### src/rtl/hd_tx.sv
// hd_tx: valid/ready burst source emitting an incrementing data sequence with optional inter-beat gaps.
module hd_tx #(
  parameter int DATA_WIDTH = 16,
  parameter int CNT_WIDTH  = 8,
  parameter int GAP_WIDTH  = 4
) (
  input  logic                  clk,
  input  logic                  rst,
  input  logic                  start,
  input  logic [DATA_WIDTH-1:0] base,
  input  logic [CNT_WIDTH-1:0]  count,
  input  logic [GAP_WIDTH-1:0]  gap,
  input  logic                  ready,
  output logic                  valid,
  output logic [DATA_WIDTH-1:0] data_src,
  output logic                  busy,
  output logic                  done
);
  typedef enum logic [1:0] {IDLE, SEND, GAP} state_t;
  state_t                state_q, state_d;
  logic [DATA_WIDTH-1:0] data_q, data_d;
  logic [CNT_WIDTH-1:0]  rem_q, rem_d;
  logic [GAP_WIDTH-1:0]  gap_q, gap_d;
  logic [GAP_WIDTH-1:0]  gcnt_q, gcnt_d;
  logic                  done_q, done_d;
  always_comb begin
    state_d = state_q;
    data_d  = data_q;
    rem_d   = rem_q;
    gap_d   = gap_q;
    gcnt_d  = gcnt_q;
    done_d  = 1'b0;
    unique case (state_q)
      IDLE: if (start) begin
        state_d = count != '0 ? SEND : IDLE;
        done_d  = count == '0;
        data_d  = count != '0 ? base : data_q;
        rem_d   = count;
        gap_d   = gap;
      end
      SEND: if (ready) begin
        // gap counts idle cycles, so GAP exits when the countdown reaches one
        state_d = rem_q == CNT_WIDTH'(1) ? IDLE : (gap_q == '0 ? SEND : GAP);
        done_d  = rem_q == CNT_WIDTH'(1);
        data_d  = rem_q == CNT_WIDTH'(1) ? data_q : data_q + DATA_WIDTH'(1);
        rem_d   = rem_q - CNT_WIDTH'(1);
        gcnt_d  = gap_q;
      end
      GAP: begin
        state_d = gcnt_q == GAP_WIDTH'(1) ? SEND : GAP;
        gcnt_d  = gcnt_q - GAP_WIDTH'(1);
      end
      default: state_d = IDLE;
    endcase
  end
  always_ff @(posedge clk or posedge rst) begin
    if (rst) begin
      state_q <= IDLE;
      data_q  <= '0;
      rem_q   <= '0;
      gap_q   <= '0;
      gcnt_q  <= '0;
      done_q  <= 1'b0;
    end else begin
      state_q <= state_d;
      data_q  <= data_d;
      rem_q   <= rem_d;
      gap_q   <= gap_d;
      gcnt_q  <= gcnt_d;
      done_q  <= done_d;
    end
  end
  assign valid    = state_q == SEND;
  assign busy     = state_q != IDLE;
  assign data_src = data_q;
  assign done     = done_q;
endmodule

### config.mk
export PLATFORM = sky130hd
export DESIGN_NAME = hd_tx
export DESIGN_NICKNAME = d
export VERILOG_FILES = /design/src/rtl/hd_tx.sv
export SDC_FILE = /design/constraint.sdc
export NUM_CORES = 1
export LEC_CHECK = 0
export CAP_MARGIN = 15
export CORE_ASPECT_RATIO = 1.1
export CORE_MARGIN = 2
export CORE_UTILIZATION = 47
export CTS_CLUSTER_SIZE = 28
export DETAILED_ROUTE_END_ITERATION = 8
export PLACE_DENSITY = 0.76
export SKIP_CTS_REPAIR_TIMING = 1
export SLEW_MARGIN = 20
export SYNTH_ARGS = -nofsm -noshare
export SYNTH_HDL_FRONTEND = slang
export SYNTH_SLANG_ARGS = --single-unit
### constraint.sdc
create_clock -name clk -period 3.6 [get_ports clk]
set_clock_uncertainty 0.15 [all_clocks]
set_input_delay 0.72 -clock clk [delete_from_list [all_inputs] [get_ports clk]]
set_output_delay 0.72 -clock clk [all_outputs]
set_load 0.005 [all_outputs]
Yosys cells after proc, flatten, opt, wreduce, memory -nomap -nowiden --
Cells that the tools add are included.
Storage, ports and cells: bits in registers 35, logic and storage cells 49, output and inout port bits 19
Cells by class: reductions and logical operators 12, mux-type cells 20, add/subtract/negate cells 3, equal/unequal tests 8
Operators by type and width (count):
- $mux 16 | 4
- $pmux 16 s2 | 1
- $add 16x1->16 const B | 1
- $mux 8 | 2
- $pmux 8 s2 | 1
- $mux 2 | 5
- $eq 8x1->1 const B | 1
- $logic_not 8->1 | 1
- $ne 2x2->1 const B | 4
- $pmux 4 s2 | 1
- $reduce_bool 8->1 | 1
- $sub 8x1->8 const B | 1
- $pmux 2 s3 | 1
- $reduce_and 2->1 | 3
- $reduce_bool 2->1 | 3
- $reduce_and 5->1 | 1
- $eq 4x1->1 const B | 1
- $logic_not 4->1 | 1
- $mux 4 | 1
- $sub 4x1->4 const B | 1
- $mux 1 | 3
- $reduce_and 3->1 | 1
- $eq 2x1->1 const B | 1
- $eq 2x2->1 const B | 1
- 2 further kinds | 2

Logic depth before layout (Yosys ltp) --
Gate-level depths: netlist of run 1.
depth in word-level cells 5, depth in mapped cells 6

Worst setup path after synthesis of run 1 --
No wires, ideal clock.
path kind input -> register, start point input port count[6], end point register data_q[8], in the netlist data_src[8], slack 1.462 ns, arrival 1.867 ns, stages on the path 5, required time 3.329 ns, cells stage by stage nor4_1 > a21oi_2 > or2_1 > buf_6 > a22o_1
On the way: longest elaborated chain between the ends 3
RTL lines:
- start, declared | RTL line 11 | input logic [CNT_WIDTH-1:0] count,
- $reduce_bool 8->1 | RTL line 37 | data_d = count != '0 ? base : data_q;
- $ne 2x2->1 (no source line)
- $reduce_and 5->1 (no source line)
- end signal, assigned | RTL line 66 | data_q <= data_d;
- end, declared | RTL line 21 | logic [DATA_WIDTH-1:0] data_q, data_d;
No other way between the ends. A chain may end at the register's enable or synchronous reset.

Worst setup path in the final report of run 1 --
start point register state_q[0], end point output port valid
On the way: longest elaborated chain between the ends 1
RTL lines:
- start, declared | RTL line 20 | state_t state_q, state_d;
- start signal, assigned | RTL line 65 | state_q <= state_d;
- $eq 2x1->1 | RTL line 73 | assign valid = state_q == SEND;
- end, declared | RTL line 14 | output logic valid,
No other way between the ends.

==> results of run 1 <==
[tightest hold or removal path, stage by stage, from the launching register on]
cell	delay (ns)
dfrtp_1	0.36
nand2_1	0.05
nand2_1	0.06
[cell families after synthesis]
kind of cell	synth area share
adder cells (fa/ha/maj)	0.0277
XOR/XNOR	0.00388
flip-flops	0.388
multiplexers	0.0222
buffers and inverters	0.0588
AO/OA/AOI/OAI	0.267
AND/OR/NAND/NOR	0.233
[registers in the layout, summed over array words and instances, names as in the netlist]
signal / flops
rem_q: 8
state_q: 2
done: 1
gap_q: 4
data_src: 16
gcnt_q: 4
[cell usage in the layout, fill, tap and decap left out, types with 2 or more instances in the layout]
cell type        instances
a211oi_1                 3
a21oi_1                 14
a22oi_1                  5
a2bb2oi_1                3
a31oi_1                  4
a32oi_1                  3
and3_1                   4
buf_4                    5
bufinv_16                2
clkbuf_8                 5
clkdlybuf4s50_1         50
dfrtp_1                 35
ha_1                     5
inv_1                   14
mux2i_1                  5
nand2_1                 32
nand2b_1                 6
nand3_1                 10
nand4_1                  6
nor2_1                  22
nor3_1                  10
nor3b_1                  3
nor4_1                   6
o21ai_0                 11
o221a_2                  2
o22a_1                   5
o22ai_1                 14
o2bb2ai_1                5
[power breakdown]
group / total, mW / switching, mW / internal, mW
logic: 1.24 / 0.634 / 0.607
registers: 0.861 / 0.277 / 0.584
clock network: 0.434 / 0.158 / 0.276
[cell type report]
cell class / count / area (sq um) / share of cell area
Clock buffer: 5 / 68.8 / 0.0235
Inverter: 15 / 56.3 / 0.0192
Clock inverter: 3 / 67.6 / 0.0231
Multi-Input combinational cell: 200 / 1250 / 0.427
Timing Repair Buffer: 55 / 538 / 0.184
Tap cell: 56 / 70.1 / 0.0240
Sequential cell: 35 / 876 / 0.299
[worst max-delay path by stage]
stage / start / endpoint / slack (ns) / cells past startpoint
3_3_place_gp: start / data_src[3] / 0.81 / 5
4_1_cts: state_q[0] / valid / 0.73 / 3
6_report: state_q[0] / valid / 0.74 / 3
3_5_place_dp: start / data_src[3] / 0.75 / 5
5_1_grt: state_q[0] / valid / 0.61 / 3
2_1_floorplan: count[6] / data_src[8] / 1.46 / 5
[routing by layer]
layer,track usage,vias up
met1,0.301,1055
met3,0.0473,11
met5,0,-
li1,-,1084
met4,0.0692,0
met2,0.352,103
[metrics by stage]
step / instance area [sq um] / std cells / worst slack (ns) / total power, mW / hold slack, ns
final: 2930 / 369 / 0.742 / 2.54 / 0.354
after global routing: 2930 / 369 / 0.608 / 2.72 / 0.375
after CTS: 2930 / 369 / 0.733 / 2.54 / 0.358
after floorplan: 2260 / 265 / 1.46 / 1.65 / 0.304
after detailed placement: 2790 / 361 / 0.753 / 2.10 / 0.339
after global placement: 2790 / 361 / 0.809 / 2.07 / 0.339
==> run metrics, run 1 <==
post-synthesis sequential area ratio 0.388; Total GRT Usage 0.221; Top Layer Used met4; total negative slack 0 ns; Skew-Pair Late Insertion Delay 0.29 ns; CP Class register to primary output; Worst-Margin Slew 0.647 ns; pin count of the biggest net entering global routing 37; Ys Warns 0; Setup crit end kind primary output; leak pwr 1.19 nW; final count of hold timing violations 0; # port buffers 50; final-report setup violation count 0; Max Freq 0.350 GHz; Core Rows 26; Root Buffer clkbuf_8; fin crit period 2.86 ns; DIE HEIGHT 76.7 um; antenna violations before repair 0; TritonCTS Sinks 35; CP bufs+invs 2; Antenna Nets Post-Route 0; die area 5370 sq um; Ant. Diodes 0; global route overflow 0; Wirelength per Cell 16.0 um; gpl congestion 0.838; worst flop-to-flop path endpoint data_src[7]; max-cap violation count 0; Top Ports 51; Iteration-0 DRC Markers 195; Crit Path Max Fanout 21; share of flip-flops with an asynchronous set or reset 1.00; Final #Nets 349; hold_sp gap_q[0]; top cells by count, synth 35 x dfrtp_1, 32 x nand2_1, 22 x nor2_1; post-synth cell types 51; top-count cell post-synth dfrtp_1; Longest Clk Path Bufs 2; hold endpoint gap_q[0]; Worst path slowest cell dfrtp_1; Vias/cell 6.11; unrepaired setup endpoints after global routing false; CP required 2.73 ns; # fillers 413; critical-path cell list nand2b_1 > clkinv_1 > clkdlybuf4s50_1; Area growth syn-to-layout 29.6%; Tightest Hold Check Type register to register; Die Width 70.1 um; M1 WL 2.63 mm; DRT Pass-1 Iters 5; crit path DAT 1.99 ns; largest stage delay on the critical path 0.76 ns; CTS tree built; first-pass GRT wire length 9.72 mm; H-tree depth 2; worst r2r src state_q[0]; vias in the first global route 2059; Tcrit/Tclk final 0.794; Pwr Density 867 nW/um^2; post-layout util 0.633; maximum VDD drop 0.000381 V; metal2 WL 2.78 mm; Vias 2253; Worst Setup Start Kind register; Syn Area/Cell 8.52 sq um; ys flop type dfrtp_1; Max Slew Vio Count 0; status completed; #FFs+latches synth 35; Mapped Nets 302; DP HPWL 4.00 mm; DRC violations left 0; Total Wirelength 5.92 mm; share of cells above drive strength 1 0.0639; R2R Setup Slk 1.18 ns; CTS Buf Count 5; Synth top area share 0.388; initial core utilization 0.489; top cells by area, synth dfrtp_1 39%, nand2_1 5.3%, o22ai_1 3.9%; hold depth 2; Clk pin slew, worst setup/hold paths 0.08 ns; Reg2Reg Depth 4; Crit path max-delay family flip-flops; Post-synth EDFFs 0; Netlist Area Pre-Place 2260 sq um; Post-Syn Instances 265; core footprint 4620 sq um; met3 routed WL 436 um; Worst slew margin 0.568; post-synth top area cell dfrtp_1
(Power assumes the default switching activity.)
==> run 2, diff against run 1 <==
==> constraint.sdc (replaced) <==
create_clock -name clk -period 2.9 [get_ports clk]
set_clock_uncertainty 0.15 [all_clocks]
set_input_delay 0.58 -clock clk [delete_from_list [all_inputs] [get_ports clk]]
set_output_delay 0.58 -clock clk [all_outputs]
set_load 0.005 [all_outputs]
==> run metrics, run 2 (synthesized netlist as in run 1, its figures left out) <==
antenna violations before repair 0 (unchanged); Top Ports 51 (unchanged); CTS tree built; final-report setup violation count 0 (unchanged); unrepaired setup endpoints after global routing false; TritonCTS Sinks 35 (unchanged); Max Freq 0.406 GHz; Final #Nets 354 (+1.4%); Max Slew Vio Count 0 (unchanged); Vias/cell 6.04 (-1.1%); CP Class register to primary output; Skew-Pair Late Insertion Delay 0.29 ns (about the same); CP required 2.17 ns (-0.56 ns); max-cap violation count 0 (unchanged); Reg2Reg Depth 5 (+1); maximum VDD drop 0.000482 V (+26%); initial core utilization 0.489 (unchanged); status completed; Worst-Margin Slew 0.573 ns (-0.0746 ns); DRC violations left 0 (unchanged); most frequent cells in the layout 50 x clkdlybuf4s50_1, 35 x dfrtp_1, 32 x nand2_1; Worst slew margin 0.615 (+0.0462); H-tree depth 2 (unchanged); R2R Setup Slk 0.58 ns (-0.60 ns); worst flop-to-flop path endpoint data_src[3]; final count of hold timing violations 0 (unchanged); DRT Pass-1 Iters 4 (-1); Vias 2252 (-0.044%); Tcrit/Tclk final 0.850; critical-path cell list nand2b_1 > clkinv_1 > clkdlybuf4s50_1; Worst Setup Start Kind register; leak pwr 1.20 nW (+0.63%); CTS Buf Count 5 (unchanged); Root Buffer clkbuf_8; Tightest Hold Check Type register to register; Clk pin slew, worst setup/hold paths 0.07 ns (about the same); gpl congestion 0.840 (+0.19%); Pwr Density 1040 nW/um^2 (+20%); share of cells above drive strength 1 0.0757 (+0.0118); Setup crit end kind primary output; Antenna Nets Post-Route 0 (unchanged); core footprint 4620 sq um (unchanged); # port buffers 50 (unchanged); Ant. Diodes 0 (unchanged); Core Rows 26 (unchanged); Worst path slowest cell dfrtp_1; DIE HEIGHT 76.7 um (unchanged); largest stage delay on the critical path 0.63 ns (-0.13 ns); DP HPWL 4.12 mm (+2.9%); first-pass GRT wire length 10.2 mm (+4.8%); Crit. Startpoint state_q[1]; total negative slack 0 ns (unchanged); Wirelength per Cell 16.0 um (-0.35%); Critical Path Sink valid; Crit Path Max Fanout 16 (-24%); max FFs per register 16 (unchanged); Total Wirelength 5.96 mm (+0.73%); worst r2r src state_q[1]; Die Width 70.1 um (unchanged); global route overflow 0 (unchanged); Longest Clk Path Bufs 2 (unchanged); Area growth syn-to-layout 29.1%; commonest non-fill, non-tap cell in the layout clkdlybuf4s50_1; die area 5370 sq um (unchanged); Total GRT Usage 0.234 (+0.0127); crit path DAT 1.73 ns (-0.26 ns); vias in the first global route 2163 (+5.1%); pin count of the biggest net entering global routing 39 (+5.4%); hold_ws 0.354 ns (+0.000759 ns); fin crit period 2.46 ns; Iteration-0 DRC Markers 171 (-12%)
[run 2: how the worst min path moves through the flow]
stage               startpoint       end  slack, ns  cells past startpoint
CTS                   gap_q[3]  gap_q[3]       0.36                      2
global placement      gap_q[3]  gap_q[3]       0.34                      2
detailed placement    gap_q[3]  gap_q[3]       0.33                      2
finish                gap_q[3]  gap_q[3]       0.35                      2
floorplan             gap_q[0]  gap_q[0]       0.30                      2
global route          gap_q[0]  gap_q[0]       0.40                      2
[run 2: final cells by class]
type / instances / area [sq um]
Clock inverter: 1 / 5.00
Inverter: 15 / 56.3
Clock buffer: 6 / 82.6
Timing Repair Buffer: 60 / 576
Tap cell: 56 / 70.1
Sequential cell: 35 / 876
Multi-Input combinational cell: 200 / 1250
Fill cell: 409 / 1710
[run 2: critical path, delay by kind of cell (launching register included)]
family,cells,cell delay (ns)
DFF,1,0.63
and+or+nand+nor,1,0.21
buffers and inverters,2,0.61
[run 2: routing by layer]
layer / track usage / share of wire
met5: 0 / 0
met3: 0.0565 / 0.070
met4: 0.0692 / 0.013
met2: 0.381 / 0.48
met1: 0.308 / 0.44
[run 2: power by group]
part | switching, mW | total [mW] | internal [mW]
Clock | 0.177 | 0.364 | 0.186
Sequential | 0.321 | 1.05 | 0.726
Combinational | 0.822 | 1.61 | 0.787
[run 2: through the flow]
| step | power, mW | setup slack, ns | area (sq um) | utilization | cells |
|---|---|---|---|---|---|
| floorplan | 2.05 | 0.902 | 2260 | - | 265 |
| global placement | 2.60 | 0.294 | 2830 | 0.612 | 366 |
| detailed placement | 2.64 | 0.225 | 2830 | 0.612 | 366 |
| CTS | 3.02 | 0.427 | 2910 | 0.631 | 373 |
| global route | 3.27 | 0.333 | 2910 | 0.631 | 373 |
| finish | 3.02 | 0.435 | 2910 | 0.631 | 373 |
